<file path="config.mk">
export PLATFORM = sky130hd
export DESIGN_NAME = m3_step_ramp_gen
export DESIGN_NICKNAME = d
export VERILOG_FILES = /design/src/rtl/m3_step_ramp_gen.sv
export SDC_FILE = /design/constraint.sdc
export NUM_CORES = 1
export LEC_CHECK = 0
export ABC_AREA = 1
export BUFFER_PORTS_ARGS = -buffer_cell sky130_fd_sc_hd__buf_2
export CORE_ASPECT_RATIO = 1.4
export CORE_MARGIN = 1.5
export CORE_UTILIZATION = 55
export CTS_CLUSTER_SIZE = 20
export DETAILED_ROUTE_END_ITERATION = 10
export MAX_ROUTING_LAYER = met4
export PLACE_DENSITY = 0.75
export SLEW_MARGIN = 25
export SYNTH_ARGS = -nofsm -noshare
export SYNTH_HDL_FRONTEND = slang
export SYNTH_SLANG_ARGS = --single-unit
</file>
<file path="constraint.sdc">
create_clock -name clkI -period 4.1 [get_ports clkI]
set_input_delay 0.41 -clock clkI [delete_from_list [all_inputs] [get_ports clkI]]
set_output_delay 0.41 -clock clkI [all_outputs]
set_load 0.02 [all_outputs]
</file>
<file path="src/rtl/m3_step_ramp_gen.sv">
// m3_step_ramp_gen: commutation-step generator for the 3-phase drive.
// Steps an index over STEPS positions with a programmable dwell, applies
// frequency requests at step boundaries and power requests immediately.
// Optional soft stop (ramp down to PERIOD_MAX before idling): M3_SOFT_STOP_EN.
module m3_step_ramp_gen #(
    parameter int STEPS      = 12,
    parameter int PERIOD_W   = 22,
    parameter int PERIOD_MAX = 4000000,
    parameter int PERIOD_MIN = 40,
    parameter int RATE_SH    = 3,
    parameter int POWER_W    = 10,
    parameter int POWER_INIT = 102,
    parameter int POWER_STEP = 8
) (
    input  logic                       clkI,
    input  logic                       rstI,
    input  logic                       startI,
    input  logic                       forceStopI,
    input  logic                       invRotateI,
    input  logic                       freqIncI,
    input  logic                       freqDecI,
    input  logic                       powerIncI,
    input  logic                       powerDecI,
    output logic [$clog2(STEPS)-1:0]   stepO,
    output logic                       stepValidO,
    output logic                       stepStrobeO,
    output logic [PERIOD_W-1:0]        periodO,
    output logic [POWER_W-1:0]         powerO,
    output logic [1:0]                 stateO
);
    localparam int SW = $clog2(STEPS);
    localparam logic [PERIOD_W-1:0] PMAX   = PERIOD_W'(PERIOD_MAX);
    localparam logic [PERIOD_W:0]   PMAX_X = (PERIOD_W+1)'(PERIOD_MAX);
    localparam logic [PERIOD_W:0]   PMIN_X = (PERIOD_W+1)'(PERIOD_MIN);
    localparam logic [POWER_W:0]    PSTEP_X = (POWER_W+1)'(POWER_STEP);
    localparam logic [POWER_W:0]    PWMAX_X = {1'b0, {POWER_W{1'b1}}};
    localparam logic [SW-1:0]       LAST_STEP = SW'(STEPS - 1);

    typedef enum logic [1:0] {S_IDLE = 2'b00, S_RUN = 2'b01, S_STOP = 2'b10} state_e;
    typedef enum logic [1:0] {P_NONE = 2'b00, P_INC = 2'b01, P_DEC = 2'b10} pend_e;

    state_e              state_q, state_d;
    pend_e               pend_q, pend_d, req, pend_eff;
    logic [SW-1:0]       step_q, step_d, step_next;
    logic                valid_q, valid_d, strobe_q, strobe_d;
    logic [PERIOD_W-1:0] period_q, period_d, remain_q, remain_d, new_p;
    logic [POWER_W-1:0]  power_q, power_d, power_next;
    logic [POWER_W:0]    pw_x, pw_up;
    logic                boundary, go_idle;

    // Period +/- max(period>>RATE_SH,1) at one extra bit, then clamp.
    function automatic logic [PERIOD_W-1:0] period_adj(input logic [PERIOD_W-1:0] p,
                                                       input logic slower);
        logic [PERIOD_W:0] px, delta, r;
        px    = {1'b0, p};
        delta = px >> RATE_SH;
        if (delta == '0) delta = (PERIOD_W+1)'(1);
        if (slower) begin
            r = px + delta;
            if (r > PMAX_X) r = PMAX_X;
        end else begin
            if (px < PMIN_X + delta) r = PMIN_X;
            else                     r = px - delta;
        end
        return PERIOD_W'(r);
    endfunction

    // Next step index in the currently requested direction, wrapping.
    always_comb begin
        step_next = step_q + SW'(1);
        if (invRotateI) step_next = (step_q == '0) ? LAST_STEP : step_q - SW'(1);
        else if (step_q == LAST_STEP) step_next = '0;
    end

    // Saturating power update; simultaneous up/down cancels.
    always_comb begin
        pw_x       = {1'b0, power_q};
        pw_up      = pw_x + PSTEP_X;
        power_next = power_q;
        if (powerIncI && !powerDecI)
            power_next = (pw_up > PWMAX_X) ? '1 : POWER_W'(pw_up);
        else if (powerDecI && !powerIncI)
            power_next = (pw_x < PSTEP_X) ? '0 : POWER_W'(pw_x - PSTEP_X);
    end

    // Next-state logic: start/stop sequencing, dwell countdown, boundary updates.
    always_comb begin
        state_d  = state_q;
        step_d   = step_q;
        valid_d  = valid_q;
        strobe_d = 1'b0;
        period_d = period_q;
        power_d  = power_q;
        remain_d = remain_q;
        pend_d   = pend_q;
        go_idle  = 1'b0;
        new_p    = period_q;
        req      = P_NONE;
        if (freqIncI && !freqDecI)      req = P_INC;
        else if (freqDecI && !freqIncI) req = P_DEC;
        // A request in the boundary cycle itself is the latest one and wins.
        pend_eff = (req != P_NONE) ? req : pend_q;
        boundary = (remain_q == PERIOD_W'(1));
        case (state_q)
            S_IDLE: begin
                if (startI) begin
                    state_d  = S_RUN;
                    step_d   = invRotateI ? LAST_STEP : '0;
                    valid_d  = 1'b1;
                    strobe_d = 1'b1;
                    remain_d = period_q;
                end
            end
            S_RUN: begin
                power_d = power_next;
                if (boundary) begin
                    if (pend_eff != P_NONE) new_p = period_adj(period_q, pend_eff == P_DEC);
                    step_d   = step_next;
                    strobe_d = 1'b1;
                    period_d = new_p;
                    remain_d = new_p;
                    pend_d   = P_NONE;
                end else begin
                    remain_d = remain_q - PERIOD_W'(1);
                    pend_d   = pend_eff;
                end
                if (!startI) begin
`ifdef M3_SOFT_STOP_EN
                    state_d = S_STOP;
                    pend_d  = P_NONE;
`else
                    go_idle = 1'b1;
`endif
                end
            end
`ifdef M3_SOFT_STOP_EN
            S_STOP: begin
                power_d = power_next;
                pend_d  = P_NONE;
                state_d = startI ? S_RUN : S_STOP;
                if (boundary) begin
                    if (!startI && period_q == PMAX) begin
                        go_idle = 1'b1;
                    end else begin
                        if (!startI) new_p = period_adj(period_q, 1'b1);
                        step_d   = step_next;
                        strobe_d = 1'b1;
                        period_d = new_p;
                        remain_d = new_p;
                    end
                end else begin
                    remain_d = remain_q - PERIOD_W'(1);
                end
            end
`endif
            default: go_idle = 1'b1;
        endcase
        if (forceStopI || go_idle) begin
            state_d  = S_IDLE;
            step_d   = '1;
            valid_d  = 1'b0;
            strobe_d = 1'b0;
            period_d = PMAX;
            power_d  = POWER_W'(POWER_INIT);
            remain_d = PMAX;
            pend_d   = P_NONE;
        end
    end

    // State and registered outputs, synchronous reset.
    always_ff @(posedge clkI) begin
        if (rstI) begin
            state_q  <= S_IDLE;
            step_q   <= '1;
            valid_q  <= 1'b0;
            strobe_q <= 1'b0;
            period_q <= PMAX;
            power_q  <= POWER_W'(POWER_INIT);
            remain_q <= PMAX;
            pend_q   <= P_NONE;
        end else begin
            state_q  <= state_d;
            step_q   <= step_d;
            valid_q  <= valid_d;
            strobe_q <= strobe_d;
            period_q <= period_d;
            power_q  <= power_d;
            remain_q <= remain_d;
            pend_q   <= pend_d;
        end
    end

    assign stepO       = step_q;
    assign stepValidO  = valid_q;
    assign stepStrobeO = strobe_q;
    assign periodO     = period_q;
    assign powerO      = power_q;
    assign stateO      = state_q;
endmodule

</file>
==> results_dict.tcl <==
set metrics [dict create \
    hold_viol_final 0 \
    clk_pin_slew_ns 0.06 \
    tightestPinTransition_ns 0.7425 \
    synth.area.top_cells "dfxtp_1 (17%), nand2_1 (14%), ha_1 (11%), a21oi_1 (7.1%), inv_1 (7.0%)" \
    postSynthCellCount 1201 \
    n_antenna_cell 0 \
    min_period_ns 3.825 \
    syn_to_final_growth_pct 12.46 \
    setup_violations 0 \
    drt_pass1_iterations 7 \
    synth_cell_types 52 \
    whs_ns 0.4544 \
    p_seq_share_pct 38.2 \
    coreArea_um2 12940 \
    yosysWarnings 0 \
    max_freq_mhz 261.4 \
    grt_start_max_net_pins 41 \
    combPwrFrac_pct 14.5 \
    powerDensity_nw_per_um2 196.2 \
    intPower_mw 1.147 \
    cp_data_arrival_time_ns 4.05 \
    r2r-start "periodO[10]$_SDFFE_PP0P_" \
    routed_wl_um 24850 \
    min_from "invRotateI" \
    gp_congestion 1.011 \
    cp-startpoint "periodO[10]$_SDFFE_PP0P_" \
    slew_viol_final 0 \
    r2r_slack_ns 0.27 \
    vias_per_cell 5.903 \
    period_share_pct 93.29 \
    overflow 0 \
    cts_tree "built" \
    yosysMostFrequentCell "nand2_1" \
    status "complete, no violations" \
    clk_latency_ns 0.34 \
    grt_usage_pct 37.20 \
    syn_area_um2 7331 \
    grt_pass1_wl_um 39880 \
    htreeDepth 3 \
    via_count 8441 \
    dieArea_um2 14040 \
    p_clk_share_pct 47.3 \
    relSlewSlack_pct 50.45 \
    drive_above_1_share_pct 15.10 \
    timing.critical_path.to_type "register" \
    layout.cells.non_filler 1430 \
    crit_end "remain_q[11]$_SDFFE_PP1P_" \
    leakagePower_nw 3.907 \
    tns_ns 0 \
    drc_errors 0 \
    dp_cells 1412 \
    die_w_um 100.6 \
    start_util_pct 56.67 \
    nNetsFinal 1323 \
    swShare_pct 29.07 \
    yosys_most_used_dff "dfxtp_1" \
    required_ns 4.32 \
    reg2reg_to "remain_q[11]$_SDFFE_PP1P_" \
    first_iter_violations 643 \
    ys_ff_latch 61 \
    root_buffer "clkbuf_16" \
    synth_common_cells "nand2_1 (281), inv_1 (137), nor2_1 (108)" \
    post-synth-top-area-fraction_pct 16.66 \
    post-dp-hpwl_um 19440 \
    path_class "register to register" \
    synth-seq-area-share_pct 16.66 \
    async_flop_share_pct 0 \
    cts_hold_buf 0 \
    syn_area_per_cell_um2 6.104 \
    grt_setup_unrepaired "no" \
    ant_nets 0 \
    cts_buffer_depth 2 \
    synth_nets 1277 \
    cts_sinks 61 \
    fin_worst_skew_ns 0.009324 \
    numCtsBuffers 9 \
    io-pin-count 49 \
    wl_per_cell_um 17.38 \
    finalInstanceArea_um2 8244 \
    p_sw_uw 470.1 \
    reg2reg_depth 26 \
    antenna_found_initial 0 \
    place_area_um2 7865 \
    floorplan.rows 49 \
    hold_path.class "primary input to register" \
    io_buffer_count 47 \
    dieHeight_um 139.6 \
    first_global_vias 8119 \
    irDropWorstVdd_mv 0.2480 \
    drv_cap 0 \
    worst_setup_path_start_kind "register" \
    worstPathMaxFanout 7 \
    synth_top_cell_by_area "dfxtp_1" \
    synth-edff-count 0 \
]
state kept, by name, summed over array words and instances (netlist names):
register	count
periodO	22
remain_q	22
powerO	9
stepO	4
pend_q	2
stateO	1
stepStrobeO	1
worst max-delay path: stages (launching register included):
cell and delay, ns:
dfxtp_1 0.35, inv_1 0.17, nand4_1 0.13, nor2_1 0.10
nand4_1 0.15, o41ai_4 0.31, ha_2 0.28, fa_1 0.21
nand2_1 0.06, nand2_1 0.10, nand3_1 0.10, nand2_2 0.11
nand2_1 0.07, nand2_1 0.11, nand2_1 0.09, nand2_1 0.08
nand2_1 0.07, o21ai_1 0.19, nand2_1 0.10, nand3_1 0.09
nand2_1 0.07, nand3_2 0.20, nand2_1 0.15, o21ai_2 0.21
nand2_1 0.07, nand2_1 0.06, nand2_1 0.06
cells by family after synthesis:
family | count (synthesis) | synth area share (%)
adders and majority gates | 67 | 11.64
AOI/OAI and AO/OA | 255 | 21.15
and+or+nand+nor | 548 | 32.39
DFF | 61 | 16.66
xor gates and xnor gates | 54 | 6.554
other | 1 | 0.05115
buffers and inverters | 215 | 11.55
power by group through the flow:
stage	sequential (mW)	combinational, mW	clock (mW)
6_report	0.617	0.235	0.765
2_1_floorplan	0.631	0.148	0
3_5_place_dp	0.630	0.225	0
5_1_grt	0.618	0.255	0.798
4_1_cts	0.617	0.226	0.765
3_3_place_gp	0.629	0.222	0
cell type report:
cell class,instances,area (um^2)
Clock buffer,9,225.2
Clock inverter,7,76.32
Fill cell,1279,4692
Inverter,159,600.6
Multi-Input combinational cell,925,5333
Sequential cell,61,1221
Tap cell,178,222.7
Timing Repair Buffer,91,565.5
placed cells by master (no fill, tap or decap), drive strengths merged, types with 3 or more instances in the layout:
master | Yosys | layout
nand2 | 289 | 289
inv | 152 | 152
nor2 | 129 | 129
a21oi | 112 | 112
buf | 19 | 91
nand3 | 73 | 73
o21ai | 66 | 66
ha | 65 | 65
dfxtp | 61 | 61
xor2 | 48 | 48
nor3 | 22 | 22
nand4 | 19 | 19
clkinv | 7 | 10
o211ai | 9 | 9
o221ai | 9 | 9
a221oi | 9 | 9
o22ai | 9 | 9
clkbuf | 37 | 9
nor4 | 7 | 7
a211oi | 7 | 7
a31oi | 6 | 6
xnor2 | 6 | 6
o21bai | 5 | 5
a22oi | 5 | 5
a21o | 4 | 4
o2111ai | 4 | 4
nand3b | 4 | 4
clkinvlp | 0 | 3
timing repair:
| item | CTS | global route |
|---|---|---|
| resized for setup | 1 | 15 |
| pin swaps | 0 | 1 |
| buffers inserted | 0 | 2 |
| endpoints found under the hold margin | 0 | 0 |
| endpoints found under the setup margin | 1 | 44 |
per-layer routing:
| metal | wire length, um | track usage, % | vias to the layer above | part of all wire (%) |
|---|---|---|---|---|
| met3 | 1635 | 2.863 | 112 | 6.6 |
| met4 | 1832 | 25.50 | 0 | 7.4 |
| met1 | 9184 | 41.70 | 3854 | 37 |
| li1 | - | - | 4067 | - |
| met5 | 0 | - | - | 0 |
| met2 | 12200 | 62.12 | 408 | 49 |
worst min path at each step:
stage	end	slack, ns	depth (start not counted)
after floorplan	pend_q[0]$_SDFFE_PP0P_	0.45	2
after global placement	pend_q[0]$_SDFFE_PP0P_	0.46	2
after detailed placement	pend_q[0]$_SDFFE_PP0P_	0.47	2
after CTS	stepO[0]$_SDFFE_PP1P_	0.45	3
after global routing	pend_q[0]$_SDFFE_PP0P_	0.49	2
final	stepO[0]$_SDFFE_PP1P_	0.45	3
through the flow:
step	util [%]	power (mW)	setup WS (ns)
after floorplan	-	0.7790	0.2171
after global placement	60.80	0.8517	0.2307
after detailed placement	60.80	0.8542	0.01649
after CTS	63.19	1.608	0.06233
after global routing	63.73	1.671	0.05816
final	63.73	1.617	0.2749
Power figures use the tool's default switching activity.
